--- src/rtl/adder_tree_feeder.sv ---
// Collects eight operands, presents them to an external adder tree, and checks
// the tree's registered sum against a locally accumulated full-precision sum.
module adder_tree_feeder #(
    parameter int ADDER_WIDTH = 24,
    parameter int LATENCY     = 2
) (
    input  logic                       clk,
    input  logic                       rst_n,
    input  logic                       in_valid,
    output logic                       in_ready,
    input  logic [ADDER_WIDTH-1:0]     in_data,
    output logic [8*ADDER_WIDTH-1:0]   op_bus,
    output logic                       op_valid,
    input  logic [ADDER_WIDTH:0]       tree_sum,
    output logic                       res_valid,
    input  logic                       res_ready,
    output logic [ADDER_WIDTH+2:0]     res_sum,
    output logic                       res_match,
    output logic [7:0]                 err_count
);

    localparam logic [1:0] FILL   = 2'd0;
    localparam logic [1:0] ISSUE  = 2'd1;
    localparam logic [1:0] WAIT   = 2'd2;
    localparam logic [1:0] RESULT = 2'd3;
    localparam logic [3:0] LAT    = 4'(LATENCY);

    logic [1:0]             state;
    logic [2:0]             idx;
    logic [ADDER_WIDTH+2:0] acc;
    logic [ADDER_WIDTH+2:0] operand_ext;
    logic [3:0]             wait_cnt;
    logic                   accept;
    logic                   sample;

    assign in_ready    = (state == FILL);
    assign op_valid    = (state == ISSUE);
    assign res_valid   = (state == RESULT);
    assign accept      = in_valid && in_ready;
    assign operand_ext = {3'b000, in_data};
    // Tree sum is taken on the edge that ends cycle T+LATENCY.
    assign sample      = (state == WAIT) && (wait_cnt == LAT);

    always_ff @(posedge clk or negedge rst_n) begin
        if (!rst_n) begin
            state    <= FILL;
            idx      <= 3'd0;
            acc      <= '0;
            wait_cnt <= 4'd0;
        end else begin
            case (state)
                FILL: begin
                    if (accept) begin
                        idx <= idx + 3'd1;
                        acc <= (idx == 3'd0) ? operand_ext : acc + operand_ext;
                        if (idx == 3'd7) begin
                            state <= ISSUE;
                        end
                    end
                end
                ISSUE: begin
                    state    <= WAIT;
                    wait_cnt <= 4'd1;
                end
                WAIT: begin
                    if (sample) begin
                        state <= RESULT;
                    end else begin
                        wait_cnt <= wait_cnt + 4'd1;
                    end
                end
                default: begin
                    if (res_ready) begin
                        state <= FILL;
                    end
                end
            endcase
        end
    end

    // Slots are only rewritten by accepts, so stale slots show the prior group.
    always_ff @(posedge clk or negedge rst_n) begin
        if (!rst_n) begin
            op_bus <= '0;
        end else begin
            for (int k = 0; k < 8; k++) begin
                if (accept && (idx == 3'(k))) begin
                    op_bus[k*ADDER_WIDTH +: ADDER_WIDTH] <= in_data;
                end
            end
        end
    end

    always_ff @(posedge clk or negedge rst_n) begin
        if (!rst_n) begin
            res_sum   <= '0;
            res_match <= 1'b0;
            err_count <= 8'd0;
        end else if (sample) begin
            res_sum   <= acc;
            res_match <= (tree_sum == acc[ADDER_WIDTH:0]);
            if ((tree_sum != acc[ADDER_WIDTH:0]) && (err_count != 8'hFF)) begin
                err_count <= err_count + 8'd1;
            end
        end
    end

endmodule

--- config.mk ---
export PLATFORM = sky130hd
export DESIGN_NAME = adder_tree_feeder
export DESIGN_NICKNAME = d
export VERILOG_FILES = /design/src/rtl/adder_tree_feeder.sv
export SDC_FILE = /design/constraint.sdc
export NUM_CORES = 1
export LEC_CHECK = 0
export CAP_MARGIN = 20
export CORE_MARGIN = 2
export CORE_UTILIZATION = 35
export DETAILED_ROUTE_END_ITERATION = 10
export PLACE_DENSITY = 0.66
export SLEW_MARGIN = 20
export SYNTH_ARGS = -nofsm -noshare
export SYNTH_HDL_FRONTEND = slang
export SYNTH_SLANG_ARGS = --single-unit
--- constraint.sdc ---
create_clock -name clk -period 4.4 [get_ports clk]
set_input_delay 0.44 -clock clk [delete_from_list [all_inputs] [get_ports clk]]
set_output_delay 0.44 -clock clk [all_outputs]
set_load 0.005 [all_outputs]
==> metrics.txt, run 1 <==
Slew headroom=39.4%; status=finished clean; nets=1359; Routed Antenna Nets=0; Startpoint Class=flip-flop; Tcrit/Tclk final=between 60% and 70%; asr flop ratio synth=100%; worst vdd ir=373 uV; final WL=35200 um; Post-Syn Instances=977; cts repair resizes=0; CTS tree=yes; DR vias=8555; PwrDens=736 nW/um2; IO buf count=around 280; EDFF count, synth=0; met2 Use GR=32.7%; Hold Violations, Final=0; unrepaired setup endpoints after global routing=false; Required @ worst endpoint=4.83 ns; met1 Usage GRT=26.6%; top cell type's share of synthesized area=roughly 56%; Tmin final=2.69 ns; vias in the first global route=8921; die height=188 um; flop and latch count out of synthesis=264; clk slew on worst S/H paths=around 0.06 ns; wire length per cell=between 20 and 25 um; first-pass GRT wire length=about 54000 um; clk buf depth=3; area delta synth->final=38.1%; GPL Wtd Cong=0.888; CP Class=reg2reg; largest net degree at the start of global routing=~130; crit path DAT=3.13 ns; Seq/Total Area, Yosys=56.1%; fraction of layout cells with a size suffix above 1=21.3%; Num CTS Buffers=30; synthesized area per cell=12.1 um2; Total GRT Usage=19.9%; CTS Sinks=264; Slew @ Worst Pin=0.909 ns; crit path launch=state[0]; Vias/cell=approximately 5; R2R Path Start=state[0]; Distinct cells, synth=48; setup_tns=0 ns; Layout fillers=approximately 3100; DPL Wire Length=24700 um; io pins=284; number of cell rows=67; yosys warns=0; max-cap violations=0; DRC viols=0; Synthesized Nets=1069; Pleak=7.24 nW; Placement Setup Slack=1.12 ns; Initial Util=35.3%; DRT iter0 DRCs=around 370; largest area contributor in the synthesized netlist=dfrtp_1; busiest layer in global routing=met2; Slew Limit Fails=0; Synth area leaders=dfrtp_1 (56%), mux2_2 (18%), nand2_1 (4.7%); worst skew pair latency=around 0.57 ns; grt met3 use=5.11%; count of final setup violators=0; clk_skew=0.0216 ns; hold crit path type=in2async; die footprint=35200 um2; Die Wd=188 um; CORE AREA=approximately 33000 um2; grt ovf=0; slack of the critical path=1.71 ns; Worst setup EP type=flip-flop; CTS root buf=clkbuf_16; final hold slack=roughly 0.32 ns; Post-Syn Area=around 12000 um2; primary flip-flop cell chosen by synthesis mapping=dfrtp_1; CP max FO=25; H-Tree Depth=1; First-pass DRT Iterations=4; Fmax=0.371 GHz; initial antenna violation count=0
-- stage by stage --
stage          instance area (um2)  std cells  power, mW  util (%)
6_report                     16300       1739       12.0      48.8
5_1_grt                      16300       1738       12.8      48.8
4_1_cts                      16200       1736       12.1      48.7
3_5_place_dp                 15200       1681       9.43      45.5
3_3_place_gp                 15200       1681       9.35      45.5
2_1_floorplan                11800        977       6.59         -
-- Yosys cell counts, types with 2 or more instances --
cell	count
mux2_2	189
ha_1	38
xor2_1	25
o31ai_1	5
o21ai_0	40
nand2b_1	6
o21a_1	2
o211ai_1	10
dfrtp_1	264
nand3_1	9
a31oi_1	6
inv_1	13
mux2_1	3
a21o_1	8
xnor2_1	29
o21ai_1	6
o22ai_1	4
nor2b_1	5
o31a_1	2
nor2_1	39
a21oi_1	43
nor3_1	4
clkbuf_1	46
nand2_1	146
a211oi_1	2
nor4_1	4
nand4_1	8
-- cell families after synthesis --
kind of cell	share of synthesized area, %
and+or+nand+nor	7.95
AOI/OAI and AO/OA	7.39
buffers and inverters	1.95
adders and majority gates	4.20
DFF	56.1
muxes	18.4
xor gates and xnor gates	4.01
-- report_power, final --
group / leakage [nW] / switching [mW] / internal (mW)
registers: 3.31 / 0.742 / 3.50
logic: 3.41 / 2.15 / 2.99
clock network: 0.521 / 1.02 / 1.56
-- worst max-delay path: stages, from the launching register on --
cell and delay (ns):
dfrtp_1 0.42, inv_1 0.10, ha_1 0.26, and2_1 0.45, nand3_2 0.73, mux2_2 0.55
-- routing by layer --
metal | vias to the layer above | wire, um | part of all wire (%)
met5 | - | 0 | 0
met3 | 35 | 2830 | 8.0
met4 | 0 | 566 | 1.6
met1 | 4307 | 15400 | 44
li1 | 3978 | - | -
met2 | 235 | 16400 | 47
-- cell usage in the layout (no fill, tap or decap), types with 6 or more instances in the layout --
cell type and n:
a31oi_1 6, xor2_1 25, xnor2_1 29, clkbuf_8 12
nand2_1 146, clkdlybuf4s50_1 282, buf_4 20, nand4_1 8
o21ai_1 6, dfrtp_1 264, clkbuf_16 30, a21oi_1 43
nand3_1 6, nand2b_1 6, nor2_1 38, clkinv_2 7
o21ai_0 40, inv_1 13, a21o_1 8, mux2_2 189
ha_1 38, o211ai_1 10
-- flip-flops by register name, summed over array words and instances (netlist names) --
name and flops:
res_sum 27, res_match 1, acc 27, err_count 8, state 2, op_bus 192
idx 3, wait_cnt 4
-- what timing repair did --
item | in CTS | in global routing
hold endpoints to repair | 0 | 31
hold buffers | 0 | 1
buffers inserted | 0 | 0
-- path summary, 6_finish.rpt --
| path | to | slack, ns | cells past startpoint |
|---|---|---|---|
| max | op_bus[108] | 1.71 | 5 |
| min | op_bus[63] | 0.32 | 2 |
| max reg2reg | op_bus[108] | 1.71 | 5 |
| min reg2reg | op_bus[10] | 0.47 | 2 |
| max in group asynchronous | acc[2] | 2.89 | 4 |
| min in group clk | op_bus[10] | 0.47 | 2 |
-- area by class of cell --
type / instances / area (um2) / share of cell area [%]
Clock buffer: 44 / 923 / 5.67
Sequential cell: 264 / 6610 / 40.6
Inverter: 13 / 48.8 / 0.300
Clock inverter: 11 / 119 / 0.730
Timing Repair Buffer: 306 / 3050 / 18.7
Multi-Input combinational cell: 652 / 4970 / 30.5
Antenna cell: 1 / 2.50 / 0.0154
Tap cell: 448 / 561 / 3.44
No activity file was read; power rests on OpenSTA's default activity.
==> inputs of run 2 (changes only) <==
--- a/config.mk
+++ b/config.mk
@@ -9,7 +9,7 @@
 export CORE_MARGIN = 2
 export CORE_UTILIZATION = 35
 export DETAILED_ROUTE_END_ITERATION = 10
-export PLACE_DENSITY = 0.66
+export PLACE_DENSITY = 0.68
 export SLEW_MARGIN = 20
 export SYNTH_ARGS = -nofsm -noshare
 export SYNTH_HDL_FRONTEND = slang
==> constraint.sdc (replaced) <==
create_clock -name clk -period 2.4 [get_ports clk]
set_input_delay 0.24 -clock clk [delete_from_list [all_inputs] [get_ports clk]]
set_output_delay 0.24 -clock clk [all_outputs]
set_load 0.005 [all_outputs]
==> metrics.txt, run 2 (synthesis results as in run 1) <==
wire length per cell=20.2 um (about the same); Fmax=0.438 GHz (was 0.371 GHz); CP Class=reg2reg (unchanged); reg-to-reg endpoint=acc[26] (was op_bus[108]); nets=1446 (was 1359); count of final setup violators=0 (unchanged); Tmin final=2.29 ns (was 2.69 ns); CORE AREA=33400 um2 (unchanged); largest net degree at the start of global routing=56 (was 125); Inst Count DP=1769 (was 1681); first-pass GRT wire length=57300 um (was 54300 um); Finished Layout Cells=1820 (was 1739); fraction of layout cells with a size suffix above 1=27.0% (was 21.3%); clk_skew=0.0120 ns (was 0.0216 ns); DPL Wire Length=27000 um (was 24700 um); CTS root buf=clkbuf_16 (unchanged); Slew Limit Fails=0 (unchanged); number of flip-flops in the largest register=192 (unchanged); Tot Pwr=22.5 mW (was 12.0 mW); area delta synth->final=43.9% (was 38.1%); Die Wd=188 um (unchanged); CTS Sinks=264 (unchanged); clk slew on worst S/H paths=0.06 ns (about the same); grt met3 use=5.65% (was 5.11%); R2R Path Start=acc[2] (was state[0]); Tcrit/Tclk final=95.2% (was 61.2%); hold crit path type=in2async (unchanged); Regs by FF count=op_bus: 192 flops, acc: 27 flops, res_sum: 27 flops (unchanged); clk buf depth=3 (unchanged); DR vias=9070 (was 8555); commonest non-fill, non-tap cells in the layout=clkdlybuf4s50_1 (282), dfrtp_1 (264), mux2_2 (189), nand2_1 (146), buf_4 (102) (was clkdlybuf4s50_1 (282), dfrtp_1 (264), mux2_2 (189), nand2_1 (146), a21oi_1 (43)); Num CTS Buffers=29 (was 30); PwrDens=1330 nW/um2 (was 736 nW/um2); CP max FO=4 (was 25); DRT iter0 DRCs=393 (was 368); crit-path cells=ha_1, nor2b_2, o31a_1, nand2b_4, a211oi_4, o31ai_2, a31oi_1, mux2i_1 (was inv_1, ha_1, and2_1, nand3_2, mux2_2); commonest non-fill, non-tap cell in the layout=clkdlybuf4s50_1 (unchanged); crit-path max cell delay=0.42 ns (was 0.73 ns); First-pass DRT Iterations=4 (unchanged); Slew @ Worst Pin=0.506 ns (was 0.909 ns); Reg2Reg Setup Slack=0.11 ns (was 1.71 ns); vias in the first global route=9487 (was 8921); setup_tns=0 ns (unchanged); Startpoint Class=flip-flop (unchanged); initial antenna violation count=2 (was 0); worst skew pair latency=0.55 ns (was 0.57 ns); GPL Wtd Cong=0.885 (was 0.888); delay-heaviest family, CP=compound AO/OA/AOI/OAI gates (was simple AND/OR/NAND/NOR gates); Most flops, register=op_bus (unchanged); Vias/cell=4.98 (was 4.92); CP Buf/Inv Count=0 (was 1); busiest layer in global routing=met2 (unchanged); Reg2Reg Depth=8 (was 5); Worst setup EP type=flip-flop (unchanged); Pleak=7.63 nW (was 7.24 nW); max-cap violations=0 (unchanged); CP max-delay cell=dfrtp_1 (was nand3_2); DRC viols=0 (unchanged); Routed Antenna Nets=0 (unchanged); die footprint=35200 um2 (unchanged); worst vdd ir=682 uV (was 373 uV); status=finished clean (unchanged); Initial Util=35.3% (unchanged); crit path DAT=2.75 ns (was 3.13 ns); IO buf count=283 (unchanged); H-Tree Depth=1 (unchanged); met2 Use GR=34.1% (was 32.7%); # diodes=0 (was 1); die height=188 um (unchanged); CTS tree=yes (unchanged); io pins=284 (unchanged); number of cell rows=67 (unchanged); met1 Usage GRT=27.9% (was 26.6%); Slew headroom=66.3% (was 39.4%); final WL=36800 um (was 35200 um); Hold Violations, Final=0 (unchanged); grt ovf=0 (unchanged); Required @ worst endpoint=2.86 ns (was 4.83 ns); Total GRT Usage=21.0% (was 19.9%)
run 2: per-layer routing:
metal | up-vias | wire length (um)
met5 | - | 30
met4 | 4 | 793
met3 | 52 | 2750
met2 | 278 | 17200
met1 | 4577 | 16100
li1 | 4159 | -
run 2: through the flow:
| step | setup slack [ns] | hold WS, ns | util [%] | area, um2 |
|---|---|---|---|---|
| after floorplan | 0.150 | -0.0556 | - | 11800 |
| after global placement | -0.338 | 0.230 | 47.8 | 15900 |
| after detailed placement | -0.402 | 0.232 | 47.8 | 15900 |
| after CTS | 0.0119 | 0.246 | 50.6 | 16900 |
| after global routing | -0.00164 | 0.275 | 50.8 | 17000 |
| final | 0.115 | 0.251 | 50.8 | 17000 |
run 2: where the power goes:
| group | total (mW) | switching, mW | internal (mW) |
|---|---|---|---|
| Clock | 4.28 | 1.77 | 2.51 |
| Sequential | 7.76 | 1.33 | 6.43 |
| Combinational | 10.4 | 4.27 | 6.16 |
| Total | 22.5 | 7.37 | 15.1 |
run 2: area by class of cell:
class / instances / area [um2]
tap: 448 / 561
sequential: 264 / 6610
inverter: 13 / 48.8
clock buffer: 40 / 837
fill: 2992 / 16400
timing repair buffer: 394 / 3770
multi-input combinational: 652 / 5050
clock inverter: 9 / 72.6
run 2: repair_timing:
item	4_1_cts	5_1_grt
hold buffers	1	0
setup buffers	1	0
endpoints found under the setup margin	1	11
gates cloned	0	0
endpoints found under the hold margin	48	0
pin swaps	0	4
gates resized for setup	0	17
run 2: worst max path at each step:
| stage | start | to | slack, ns | cells after the start |
|---|---|---|---|---|
| after CTS | acc[0] | acc[26] | 0.01 | 10 |
| final | acc[2] | acc[26] | 0.11 | 8 |
| after floorplan | acc[1] | acc[25] | 0.15 | 8 |
| after global routing | acc[10] | acc[23] | -0.002 | 8 |
| after detailed placement | in_data[0] | acc[26] | -0.40 | 11 |
| after global placement | in_data[0] | acc[26] | -0.34 | 11 |
